<file path="config.mk">
export PLATFORM = sky130hd
export DESIGN_NAME = tick_rate_detector
export DESIGN_NICKNAME = d
export VERILOG_FILES = /design/src/rtl/rate_pkg.sv /design/src/rtl/tick_edge_counter.sv /design/src/rtl/tick_rate_detector.sv
export SDC_FILE = /design/constraint.sdc
export NUM_CORES = 1
export LEC_CHECK = 0
export CAP_MARGIN = 10
export CORE_MARGIN = 3
export CORE_UTILIZATION = 45
export CTS_CLUSTER_SIZE = 28
export DETAILED_ROUTE_END_ITERATION = 8
export HOLD_SLACK_MARGIN = 0.05
export PLACE_DENSITY_LB_ADDON = 0.08
export SLEW_MARGIN = 10
export SYNTH_ARGS = -nofsm -noshare
export SYNTH_HDL_FRONTEND = slang
export SYNTH_HIERARCHICAL = 1
export SYNTH_SLANG_ARGS = --single-unit
</file>
<file path="constraint.sdc">
create_clock -name clk -period 4.1 [get_ports clk]
set_input_delay 0.82 -clock clk [delete_from_list [all_inputs] [get_ports clk]]
set_output_delay 0.82 -clock clk [all_outputs]
set_load 0.05 [all_outputs]
</file>
<file path="src/rtl/rate_pkg.sv">
// Shared rate-tick definitions: rate codes, detector states and default divider periods.
// Imported by both the select rate divider and the tick rate detector so both ends agree.
package rate_pkg;

    localparam int unsigned CNT_W_DEF        = 27;
    localparam int unsigned PERIOD_CODE1_DEF = 2;
    localparam int unsigned PERIOD_CODE2_DEF = 4;
    localparam int unsigned PERIOD_CODE3_DEF = 8;
    localparam int unsigned TIMEOUT_DEF      = 16;
    localparam int unsigned LOCK_COUNT_DEF   = 2;

    localparam logic [1:0] RATE_NONE  = 2'd0;
    localparam logic [1:0] RATE_CODE1 = 2'd1;
    localparam logic [1:0] RATE_CODE2 = 2'd2;
    localparam logic [1:0] RATE_CODE3 = 2'd3;

    typedef enum logic [1:0] {
        IDLE    = 2'd0,
        MEASURE = 2'd1,
        LOCKED  = 2'd2
    } state_t;

    // Registered detector status seen by the step controller / debug display.
    typedef struct packed {
        logic [1:0] rate_code;
        logic       locked;
        logic       rate_change;
    } status_t;

endpackage

</file>
<file path="src/rtl/tick_edge_counter.sv">
// Rising-edge detect on the tick strobe plus a saturating edge-to-edge cycle counter.
module tick_edge_counter
    import rate_pkg::*;
#(
    parameter int unsigned CNT_W = CNT_W_DEF
) (
    input  logic             clk,
    input  logic             reset,
    input  logic             en,
    input  logic             hold,
    input  logic             tick_in,
    output logic             tick_edge_c,
    output logic [CNT_W-1:0] count
);

    logic tick_q;

    assign tick_edge_c = tick_in & ~tick_q;

    // Edge history keeps sampling while disabled so a held level is never re-counted.
    always_ff @(posedge clk or posedge reset) begin
        if (reset) begin
            tick_q <= 1'b0;
        end else begin
            tick_q <= tick_in;
        end
    end

    always_ff @(posedge clk or posedge reset) begin
        if (reset) begin
            count <= '0;
        end else if (en) begin
            if (tick_edge_c) begin
                count <= CNT_W'(1);
            end else if (hold) begin
                count <= '0;
            end else if (count != '1) begin
                count <= count + CNT_W'(1);
            end
        end
    end

endmodule

</file>
<file path="src/rtl/tick_rate_detector.sv">
// Recovers the divider rate code from tick spacing: classifies edge-to-edge intervals,
// locks after LOCK_COUNT consecutive matches and drops lock on mismatch or timeout.
module tick_rate_detector
    import rate_pkg::*;
#(
    parameter int unsigned CNT_W        = CNT_W_DEF,
    parameter int unsigned PERIOD_CODE1 = PERIOD_CODE1_DEF,
    parameter int unsigned PERIOD_CODE2 = PERIOD_CODE2_DEF,
    parameter int unsigned PERIOD_CODE3 = PERIOD_CODE3_DEF,
    parameter int unsigned TIMEOUT      = TIMEOUT_DEF,
    parameter int unsigned LOCK_COUNT   = LOCK_COUNT_DEF
) (
    input  logic             clk,
    input  logic             reset,
    input  logic             en,
    input  logic             tick_in,
    output logic [1:0]       rate_code,
    output logic             locked,
    output logic             rate_change,
    output logic [CNT_W-1:0] interval
);

    localparam int unsigned MATCH_W = $clog2(LOCK_COUNT + 2);

    state_t             state_q, state_d;
    logic [1:0]         cand_q, cand_d;
    logic [MATCH_W-1:0] match_q, match_d;
    status_t            status_q, status_d;
    logic [CNT_W-1:0]   interval_q, interval_d;

    logic               tick_edge_c;
    logic               edge_en_c;
    logic               timeout_c;
    logic               hold_c;
    logic [1:0]         cls_c;
    logic [CNT_W-1:0]   count;

    function automatic logic [1:0] classify(input logic [CNT_W-1:0] c);
        if (c == CNT_W'(PERIOD_CODE1)) return RATE_CODE1;
        if (c == CNT_W'(PERIOD_CODE2)) return RATE_CODE2;
        if (c == CNT_W'(PERIOD_CODE3)) return RATE_CODE3;
        return RATE_NONE;
    endfunction

    assign edge_en_c = en & tick_edge_c;
    assign cls_c     = classify(count);
    // An edge on the timeout cycle takes priority.
    assign timeout_c = (state_q != IDLE) && !tick_edge_c && (count == CNT_W'(TIMEOUT));
    assign hold_c    = (state_q == IDLE) || timeout_c;

    tick_edge_counter #(
        .CNT_W (CNT_W)
    ) u_edge_counter (
        .clk         (clk),
        .reset       (reset),
        .en          (en),
        .hold        (hold_c),
        .tick_in     (tick_in),
        .tick_edge_c (tick_edge_c),
        .count       (count)
    );

    always_ff @(posedge clk or posedge reset) begin
        if (reset) begin
            state_q    <= IDLE;
            cand_q     <= RATE_NONE;
            match_q    <= '0;
            status_q   <= '0;
            interval_q <= '0;
        end else if (en) begin
            state_q    <= state_d;
            cand_q     <= cand_d;
            match_q    <= match_d;
            status_q   <= status_d;
            interval_q <= interval_d;
        end
    end

    always_comb begin
        state_d              = state_q;
        cand_d               = cand_q;
        match_d              = match_q;
        status_d             = status_q;
        status_d.rate_change = 1'b0;
        interval_d           = interval_q;

        case (state_q)
            IDLE: begin
                if (edge_en_c) state_d = MEASURE;
            end
            MEASURE: begin
                if (edge_en_c) begin
                    interval_d = count;
                    if (cls_c == RATE_NONE) begin
                        cand_d  = RATE_NONE;
                        match_d = '0;
                    end else if (cls_c == cand_q) begin
                        match_d = match_q + MATCH_W'(1);
                    end else begin
                        cand_d  = cls_c;
                        match_d = MATCH_W'(1);
                    end
                    if ((cls_c != RATE_NONE) && (match_d >= MATCH_W'(LOCK_COUNT))) begin
                        state_d              = LOCKED;
                        status_d.locked      = 1'b1;
                        status_d.rate_code   = cand_d;
                        status_d.rate_change = 1'b1;
                    end
                end else if (timeout_c) begin
                    state_d              = IDLE;
                    cand_d               = RATE_NONE;
                    match_d              = '0;
                    status_d.locked      = 1'b0;
                    status_d.rate_code   = RATE_NONE;
                    status_d.rate_change = (status_q.rate_code != RATE_NONE);
                end
            end
            LOCKED: begin
                if (edge_en_c) begin
                    interval_d = count;
                    if (cls_c != status_q.rate_code) begin
                        state_d              = MEASURE;
                        cand_d               = cls_c;
                        match_d              = MATCH_W'(cls_c != RATE_NONE);
                        status_d.locked      = 1'b0;
                        status_d.rate_code   = RATE_NONE;
                        status_d.rate_change = 1'b1;
                    end
                end else if (timeout_c) begin
                    state_d              = IDLE;
                    cand_d               = RATE_NONE;
                    match_d              = '0;
                    status_d.locked      = 1'b0;
                    status_d.rate_code   = RATE_NONE;
                    status_d.rate_change = (status_q.rate_code != RATE_NONE);
                end
            end
            default: begin
                state_d = IDLE;
            end
        endcase
    end

    assign rate_code   = status_q.rate_code;
    assign locked      = status_q.locked;
    assign rate_change = status_q.rate_change;
    assign interval    = interval_q;

endmodule

</file>
### After elaboration in Yosys (flattened, before gate mapping)

Index checks and enable logic that the tools add are counted.

| storage, ports and cells | value |
|---|---|
| register bits | 65 |
| output and inout port bits | 31 |
| bits of input ports | 4 |
| word-level logic and storage cells | 89 |

| operators by class | value |
|---|---|
| muxes and demuxes | 44 |
| order comparisons | 1 |
| $add $sub $neg | 2 |
| bitwise operators | 3 |
| equality and inequality tests | 12 |
| reductions and logical operators | 18 |

Operators by type and width:

| kind | count |
|---|---|
| $mux W27 | 3 |
| $mux W2 | 26 |
| $add A27 B1 Y27 const B | 1 |
| $eq A27 B2 Y1 const B | 1 |
| $eq A27 B3 Y1 const B | 1 |
| $eq A27 B4 Y1 const B | 1 |
| $eq A27 B5 Y1 const B | 1 |
| $ne A27 B27 Y1 const B | 1 |
| $mux W4 | 5 |
| $pmux W2 S2 | 2 |
| $pmux W4 S2 | 1 |
| $reduce_and A4 Y1 | 2 |
| $reduce_bool A2 Y1 | 4 |
| $mux W1 | 6 |
| $ne A3 B3 Y1 const B | 2 |
| $pmux W2 S3 | 1 |
| $reduce_and A3 Y1 | 2 |
| $logic_not A2 Y1 | 2 |
| $logic_and A1 B1 Y1 | 3 |
| $reduce_bool A3 Y1 | 1 |
| $add A2 B1 Y2 const B | 1 |
| $and A1 B1 Y1 | 2 |
| $eq A2 B1 Y1 const B | 1 |
| $eq A2 B2 Y1 | 1 |
| 9 further kinds | 9 |

### Depth between registers and ports, before layout

Gate-level depths: netlist (run 1).

| depth | value |
|---|---|
| depth in word-level cells | 18 |
| depth in mapped cells | 12 |
| gate-level depth less buffers | 10 |

### Cells and area by module

Netlist (run 1), hierarchy kept.

Modules (own cells, without submodules):

| module | cells each | times used | area an instance (µm²) | seq. area each (µm²) |
|---|---|---|---|---|
| tick_rate_detector | 168 | 1 | 1993.2 | 925.9 |
| tick_edge_counter | 215 | 1 | 1836.8 | 700.7 |

### Least setup slack after synthesis (run 1)

Ideal clock, no wire load.

| timing | value |
|---|---|
| path kind | input -> register |
| start point | input port tick_in |
| end point | register u_edge_counter.count[22] |
| required time | 3.976 ns |
| path slack | 1.162 ns |
| arrival time | 2.814 ns |
| stages on the path | 11 |
| setup time | 0.124 ns |
| buffers on the path | 2 |
| cells stage by stage | nand2b_1 inv_1 nor4_1 nand3_1 or3_4 nand2_1 nand3b_1 clkbuf_1 clkbuf_1 nor4b_1 a211o_1 |

| on the way | value |
|---|---|
| cells in the longest elaborated chain, start to end | 7 |
| elaborated cells between the ends (all ways) | 9 |
| those cells by class | mux (2); bitwise (1); reduce/logical (6) |

Ends and longest elaborated chain:

| what | RTL line | text |
|---|---|---|
| start: declaration | tick_rate_detector.sv:16 | `input logic tick_in,` |
| $and A1 B1 Y1 (*) | tick_edge_counter.sv:18 | `assign tick_edge_c = tick_in & ~tick_q;` |
| net tick_edge_c | tick_rate_detector.sv:31 | `logic tick_edge_c;` |
| $logic_not A1 Y1 (*) | tick_rate_detector.sv:48 | `assign timeout_c = (state_q != IDLE) && !tick_edge_c && (count == CNT_W'(TIMEOUT));` |
| $logic_and A1 B1 Y1 (*) (2 in a row) | tick_rate_detector.sv:48 |  |
| $logic_or A1 B1 Y1 (*) | tick_rate_detector.sv:49 | `assign hold_c = (state_q == IDLE) \|\| timeout_c;` |
| net hold_c | tick_rate_detector.sv:34 | `logic hold_c;` |
| $reduce_bool A3 Y1 (no line) or $mux W27 (tied branches) | n/a |  |
| $reduce_and A2 Y1 (no line) or $mux W27 (tied branches) | n/a |  |
| end signal: assignment | tick_edge_counter.sv:38 | `count <= count + CNT_W'(1);` |
| end: declaration | tick_edge_counter.sv:13 | `output logic [CNT_W-1:0] count` |

The timed path passes the listed nets; every way through them passes the cells marked *.
A chain may end at the register's enable or synchronous reset.

### Worst setup path after layout (run 1)

| timing | value |
|---|---|
| start point | input port tick_in |
| end point | register u_edge_counter.count[8] |

Same word-level chain as after synthesis.

==> results of run 1 <==
==> flip-flops by register name (all words and copies together), names as in the netlist <==
name and count:
interval 27, u_edge_counter/count 27, cand_q 2, match_q 2, rate_code 2, state_q 2
locked 1, rate_change 1, u_edge_counter/tick_q 1
==> where the power goes <==
| part | switching (uW) | internal (uW) | total, uW |
|---|---|---|---|
| Sequential | 98.1 | 699 | 797 |
| Combinational | 394 | 245 | 639 |
| Clock | 255 | 236 | 492 |
| Total | 748 | 1180 | 1930 |
==> cell families after synthesis <==
| family | Yosys count | share of synthesized area |
|---|---|---|
| XOR/XNOR | 4 | 0.00915 |
| AO/OA/AOI/OAI | 74 | 0.148 |
| multiplexers | 31 | 0.0902 |
| adder cells (fa/ha/maj) | 6 | 0.0196 |
| AND/OR/NAND/NOR | 170 | 0.271 |
| buffers and inverters | 33 | 0.0376 |
| flip-flops | 65 | 0.425 |
==> cell type report <==
class,instances,area [sq um],share of cell area
Clock buffer,12,145,0.0328
Clock inverter,4,28.8,0.00650
Inverter,12,45.0,0.0102
Multi-Input combinational cell,285,2060,0.465
Sequential cell,65,1630,0.367
Tap cell,105,131,0.0297
Timing Repair Buffer,41,393,0.0887
==> final timing paths <==
check | from | end | slack, ps | depth (start not counted)
max | tick_in | u_edge_counter/count[8] | 880 | 11
min | interval[1] | interval[1] | 490 | 2
max reg2reg | u_edge_counter/count[10] | u_edge_counter/count[10] | 1260 | 9
min reg2reg | interval[1] | interval[1] | 490 | 2
max in group asynchronous | reset | state_q[0] | 2420 | 3
min in group asynchronous | reset | u_edge_counter/count[1] | 880 | 3
==> stage by stage <==
stage | util | setup slack [ps]
2_1_floorplan | - | 1160
3_3_place_gp | 0.515 | 600
3_5_place_dp | 0.515 | 512
4_1_cts | 0.536 | 877
5_1_grt | 0.536 | 636
6_report | 0.536 | 881
==> routing by layer <==
metal,vias up,wire [microns],GRT usage
li1,1514,-,-
met1,1620,4520,0.283
met2,81,4520,0.326
met3,19,403,0.0293
met4,0,212,0.0945
met5,-,0,0
==> worst max-delay path, cell delays in order <==
cell,delay (ps)
clkdlybuf4s50_1,480
nand2b_1,100
inv_1,230
nor4_1,90
nand3_1,130
or3_4,160
nand2_1,110
nand3b_1,430
nor2_1,250
or4b_2,590
nand3_1,100
==> synthesized netlist by cell type, drive strengths merged (4+ instances only) <==
cell type  instances  area [sq um]
a21oi             11          55.1
a22o               5          43.8
a31oi              4          25.0
and3              11          68.8
buf               10          57.6
clkbuf            11          41.3
dfrtp             65          1630
ha                 6          75.1
inv               12          45.0
mux2              28           315
nand2             28           108
nand2b            20           125
nand3             37           190
nand4              8          50.1
nor2              14          52.6
nor3               7          35.0
nor4              12           136
o211ai            14           105
o21ai             10          50.1
o311ai             6          70.1
or4               12          97.6
xnor2              4          35.0
==> results.json, run 1 <==
{
  "status": "finished clean",
  "cp_data_arrival_time_ps": 3500,
  "drt-initial-drc-count": 173,
  "antenna_found_initial": 0,
  "grt_start_max_net_pins": 29,
  "grt_overflow": 0,
  "layout.nets": 424,
  "fin_cells": 524,
  "maxSlewViolCount": 0,
  "grt_pass1_wl_mm": 16.0,
  "criticalPathCategory": "in2reg",
  "clkSlewWorstSetupHoldPaths_ps": 70,
  "cts_hold_buf": 0,
  "worstSetupStartpointType": "input pin",
  "final_common_cell": "dfrtp_1",
  "die_h_microns": 98.3,
  "setup_tns_ps": 0,
  "dp_hpwl_mm": 6.74,
  "fillCellCount": 783,
  "holdWs_ps": 488,
  "cp.required_ps": 4380,
  "wl_mm": 9.65,
  "mostFrequentLayoutCells": "dfrtp_1, nand3_1, clkdlybuf4s50_1",
  "place_inst": 508,
  "drv_cap": 0,
  "die_area_sq_mm": 0.00965,
  "synth_top_flop_cell": "dfrtp_1",
  "drc": 0,
  "ys_ff_latch": 65,
  "ant_nets": 0,
  "rsz0062_at_grt": "no",
  "htreeDepth": 3,
  "finalSetupViolations": 0,
  "layout-drive-gt1-share": 0.160,
  "synth_cell_types": 62,
  "hold_viol": 0,
  "fin_skew_ps": 6.89,
  "syn_nets": 393,
  "finalPower_uw": 1930,
  "min_path_type": "reg2reg",
  "p_leak_uw": 0.00189,
  "core_sq_mm": 0.00826,
  "final_cell_area_sq_mm": 0.00443,
  "cts-root-buf": "clkbuf_8",
  "grt_use_total": 0.207,
  "netlist_instances": 383,
  "first_pass_iters": 5,
  "synth_area_per_cell_sq_um": 10.0,
  "die_w_microns": 98.3,
  "start_util": 0.464,
  "path_max_fanout": 12,
  "numPortBuffers": 34,
  "min_period_ps": 3220,
  "insertion_delay_ps": 340,
  "grt_pass1_vias": 3110,
  "yosysWarnings": 6,
  "clockBufferDepth": 2,
  "tightest_slew_ps": 986,
  "cts_tree": "built",
  "num_antenna_cells": 0,
  "area_delta_synth_final_pct": 15.6,
  "period_share": 0.785,
  "cts.sinks": 65,
  "async_flop_share": 1.00,
  "p_per_area_mw_per_mm2": 435,
  "vias_per_cell": 6.17,
  "peakVddDrop_mv": 0.175,
  "pin_count": 35,
  "yosysSeqAreaShare": 0.425,
  "slew_headroom": 0.337,
  "placed_area_sq_mm": 0.00426,
  "vias": 3234,
  "post_cts_resize_count": 0,
  "synth_edf_count": 0,
  "worstSetupEndpointType": "flip-flop",
  "rows": 33,
  "numCtsBuffers": 9,
  "place.gp.congestion": 0.829,
  "wl_per_cell_microns": 18.4,
  "synthesis.area_sq_mm": 0.00383,
  "timing.fmax_mhz": 311,
  "cts_setup_buffers": 0
}
No activity file was read; power rests on OpenSTA's default activity.
==> run 2, diff against run 1 <==
Clock period 4.1 ns to 3.3 ns, I/O delays scaled along.
==> results.json, run 2 (synthesized netlist as in run 1, its figures left out) <==
{
  "clockBufferDepth": 2,
  "place_inst": 513,
  "fillCellCount": 764,
  "area_delta_synth_final_pct": 18.0,
  "hold_viol": 0,
  "cp.required_ps": 3530,
  "finalSetupViolations": 0,
  "vias_per_cell": 6.15,
  "drc": 0,
  "cts_tree": "built",
  "htreeDepth": 3,
  "fin_skew_ps": 9.06,
  "cts.sinks": 65,
  "rows": 33,
  "grt_pass1_wl_mm": 16.8,
  "cts_hold_buf": 0,
  "path_max_fanout": 10,
  "grt_overflow": 0,
  "mostFrequentLayoutCells": "dfrtp_1, nand3_1, clkdlybuf4s50_1",
  "status": "finished clean",
  "die_area_sq_mm": 0.00965,
  "pin_count": 35,
  "final_cell_area_sq_mm": 0.00452,
  "max_stage_delay_ps": 420,
  "first_pass_iters": 5,
  "place.gp.congestion": 0.824,
  "drv_cap": 0,
  "fin_cells": 528,
  "min_path_type": "reg2reg",
  "p_per_area_mw_per_mm2": 571,
  "insertion_delay_ps": 340,
  "layout.nets": 429,
  "slowest_stage": "clkdlybuf4s50_1",
  "wl_per_cell_microns": 18.8,
  "critical_path_buf_inv_count": 3,
  "maxSlewViolCount": 0,
  "clkSlewWorstSetupHoldPaths_ps": 70,
  "grt_start_max_net_pins": 38,
  "finalPower_uw": 2580,
  "min_period_ps": 2790,
  "p_leak_uw": 0.00194,
  "num_antenna_cells": 0,
  "path_cells": "clkdlybuf4s50_1, nand2b_1, inv_1, nor4_1, nand3_1, or3_4, nand2_1, nand3b_1, buf_4, nor4b_1, a211o_1",
  "post_cts_resize_count": 0,
  "cp_data_arrival_time_ps": 3020,
  "r2r_slack_ps": 560,
  "cts-root-buf": "clkbuf_8",
  "slew_headroom": 0.373,
  "worstSetupStartpointType": "input pin",
  "vias": 3248,
  "rsz0062_at_grt": "no",
  "timing.fmax_mhz": 358,
  "period_share": 0.845,
  "die_h_microns": 98.3,
  "ant_nets": 0,
  "holdWs_ps": 480,
  "dp_hpwl_mm": 6.60,
  "numCtsBuffers": 9,
  "cts_setup_buffers": 0,
  "final_common_cell": "dfrtp_1",
  "drt-initial-drc-count": 237,
  "antenna_found_initial": 0,
  "criticalPathCategory": "in2reg",
  "core_sq_mm": 0.00826,
  "layout-drive-gt1-share": 0.173,
  "setup_tns_ps": 0,
  "die_w_microns": 98.3,
  "grt_use_total": 0.216,
  "peakVddDrop_mv": 0.278,
  "wl_mm": 9.92,
  "tightest_slew_ps": 929,
  "start_util": 0.464,
  "numPortBuffers": 34,
  "worstSetupEndpointType": "flip-flop",
  "path_delay_family": "simple AND/OR/NAND/NOR gates",
  "placed_area_sq_mm": 0.00429,
  "grt_pass1_vias": 3221
}
[run 2: cell types whose count changed in the layout (fill, tap and decap cells not counted), sizes merged]
cell      change
clkinv        -1
clkbuf        -1
buf           +5
clkinvlp      -1
bufinv        +2
[run 2: report_power, final]
group          leakage, uW  switching [uW]  internal [uW]  total, uW
Combinational     0.000936             496            310        807
Clock             0.000112             324            464        788
Sequential        0.000896             121            868        988
[run 2: final cells by class]
cell class | count | area, sq um | area share
tap | 105 | 131 | 0.0291
clock buffer | 11 | 151 | 0.0335
sequential | 65 | 1630 | 0.360
clock inverter | 4 | 76.3 | 0.0169
timing repair buffer | 46 | 430 | 0.0952
multi-input combinational | 285 | 2060 | 0.456
inverter | 12 | 45.0 | 0.00996
[run 2: final timing paths]
check / start / end / cells after the start
worst min register to register: interval[1] / interval[1] / 2
min in group asynchronous: reset / u_edge_counter/count[24] / 3
worst max register to register: u_edge_counter/count[10] / u_edge_counter/count[22] / 8
worst max-delay path: tick_in / u_edge_counter/count[22] / 11
max in group asynchronous: reset / cand_q[0] / 3
worst min-delay path: interval[1] / interval[1] / 2
[run 2: worst min-delay path, cell delays in order (launching register included)]
cell and delay (ps):
dfrtp_1 340, nand2_1 40, o21ai_0 60
[run 2: per-stage QoR]
step           setup WS (ps)  utilization
2_1_floorplan            522            -
3_3_place_gp             301        0.520
3_5_place_dp             204        0.520
4_1_cts                  537        0.547
5_1_grt                  342        0.547
6_report                 510        0.547
[run 2: metal layers]
layer | wire length (microns) | GRT usage | share of wire
met1 | 4560 | 0.298 | 0.46
met2 | 4660 | 0.340 | 0.47
met3 | 520 | 0.0393 | 0.052
met4 | 177 | 0.0830 | 0.018
met5 | 0 | 0 | 0
==> run 3, diff against run 2 <==
Clock period 3.3 ns to 2.5 ns, I/O delays scaled along.
==> results.json, run 3 (synthesized netlist as in run 1, its figures left out) <==
{
  "drc": 0,
  "maxSlewViolCount": 0,
  "clockBufferDepth": 2,
  "combPwrFrac": 0.380,
  "insertion_delay_ps": 350,
  "status": "finished clean",
  "ant_nets": 0,
  "timing.fmax_mhz": 423,
  "placed_area_sq_mm": 0.00454,
  "numPortBuffers": 34,
  "r2r_slack_ps": 140,
  "max_stage_delay_ps": 400,
  "dp_hpwl_mm": 7.01,
  "power_frac_clock": 0.242,
  "slowest_stage": "dfrtp_1",
  "antenna_found_initial": 0,
  "hold_viol": 0,
  "finalPower_uw": 3350,
  "place_inst": 542,
  "grt_use_total": 0.217,
  "min_path_type": "reg2reg",
  "drt-initial-drc-count": 150,
  "regToRegEndpoint": "u_edge_counter/count[22]",
  "swShare": 0.368,
  "p_sw_uw": 1230,
  "critical_path_buf_inv_count": 3,
  "start_util": 0.464,
  "vias_per_cell": 6.00,
  "slew_headroom": 0.594,
  "numCtsBuffers": 9,
  "cp.required_ps": 2730,
  "cts_hold_buf": 0,
  "final_cell_area_sq_mm": 0.00478,
  "min-delay-start": "locked",
  "layout.nets": 460,
  "layout-drive-gt1-share": 0.232,
  "p_int_uw": 2120,
  "path_cells": "inv_1, ha_1, nor4_2, nand3_1, or3_4, nand2_1, nand3b_1, buf_6, buf_12, nor4b_1, a211o_1",
  "rows": 33,
  "grt_pass1_wl_mm": 16.9,
  "path_delay_family": "simple AND/OR/NAND/NOR gates",
  "path_max_fanout": 6,
  "area_delta_synth_final_pct": 24.8,
  "pin_count": 35,
  "cp_data_arrival_time_ps": 2590,
  "min_period_ps": 2360,
  "final_common_cell": "dfrtp_1",
  "vias": 3341,
  "fin_cells": 557,
  "finalSetupViolations": 0,
  "clkSlewWorstSetupHoldPaths_ps": 70,
  "tightest_slew_ps": 608,
  "peakVddDrop_mv": 0.380,
  "grt_pass1_vias": 3308,
  "fin_skew_ps": 12.2,
  "reg2reg_from": "state_q[0]",
  "cts_tree": "built",
  "first_pass_iters": 4,
  "wl_mm": 10.2,
  "cts-root-buf": "clkbuf_8",
  "grt_start_max_net_pins": 38,
  "drv_cap": 0,
  "criticalPathCategory": "reg2reg",
  "min_delay_path_depth": 1,
  "die_w_microns": 98.3,
  "wl_per_cell_microns": 18.2,
  "mostFrequentLayoutCells": "dfrtp_1, buf_4, nand3_1",
  "grt_overflow": 0,
  "p_leak_uw": 0.00211,
  "core_sq_mm": 0.00826,
  "utilization": 0.579,
  "worstSetupStartpointType": "flip-flop",
  "period_share": 0.945,
  "cts.sinks": 65,
  "ff2ff_path_depth": 11,
  "worstSetupEndpointType": "flip-flop",
  "num_antenna_cells": 0,
  "whs_endpoint": "locked",
  "die_h_microns": 98.3,
  "p_seq_frac": 0.378,
  "setup_tns_ps": 0,
  "htreeDepth": 3,
  "place.gp.congestion": 0.848,
  "p_per_area_mw_per_mm2": 701,
  "fillCellCount": 725,
  "die_area_sq_mm": 0.00965
}
[run 3: cell count changes in the layout (fill, tap and decap cells not counted), moves of 2 or more]
cell and delta:
nor4_4 +2, buf_12 +2, bufinv_16 -2, buf_4 +27
[run 3: worst register-to-register path: stages (launching register included)]
cell,delay (ps)
dfrtp_1,400
inv_1,100
ha_1,250
nor4_2,220
nand3_1,120
or3_4,340
nand2_1,100
nand3b_1,130
buf_6,140
buf_12,120
nor4b_1,50
a211o_1,280
[run 3: stage by stage]
| step | hold WS [ps] | worst slack, ps |
|---|---|---|
| after global placement | 468 | -181 |
| after CTS | 499 | 41.2 |
| after floorplan | 495 | 41.7 |
| final | 491 | 137 |
| after global routing | 510 | -55.8 |
| after detailed placement | 483 | -220 |
[run 3: what timing repair did]
action | in CTS | in global routing
setup endpoints to repair | 0 | 13
buffers inserted | 0 | 1
gates resized for setup | 0 | 7
[run 3: per-layer routing]
| metal | track usage | vias up | part of all wire |
|---|---|---|---|
| li1 | - | 1582 | - |
| met1 | 0.278 | 1692 | 0.45 |
| met2 | 0.370 | 56 | 0.51 |
| met3 | 0.0471 | 11 | 0.034 |
| met4 | 0.0641 | 0 | 0.013 |
| met5 | 0 | - | 0 |
[run 3: area by class of cell]
type | instances | area, sq um | share of cell area
inverters | 12 | 45.0 | 0.00942
well taps | 105 | 131 | 0.0275
repair buffers | 77 | 709 | 0.148
multi-input cells | 285 | 2100 | 0.439
flip-flops and latches | 65 | 1630 | 0.340
clock buffers | 13 | 169 | 0.0353
[run 3: how the worst max path moves through the flow]
stage,from,to,slack [ps],depth (start not counted)
2_1_floorplan,tick_in,u_edge_counter/count[20],40,12
5_1_grt,state_q[0],u_edge_counter/count[20],-60,12
6_report,state_q[0],u_edge_counter/count[22],140,11
3_3_place_gp,tick_in,u_edge_counter/count[20],-180,12
4_1_cts,u_edge_counter/count[10],locked,40,8
3_5_place_dp,tick_in,u_edge_counter/count[20],-220,12
[run 3: power by group through the flow]
stage / Clock (uW) / Combinational (uW) / Sequential (uW)
after floorplan: 0 / 695 / 1380
after global placement: 0 / 1200 / 1280
after detailed placement: 0 / 1210 / 1290
after CTS: 838 / 1210 / 1270
after global routing: 872 / 1390 / 1280
final: 811 / 1270 / 1270
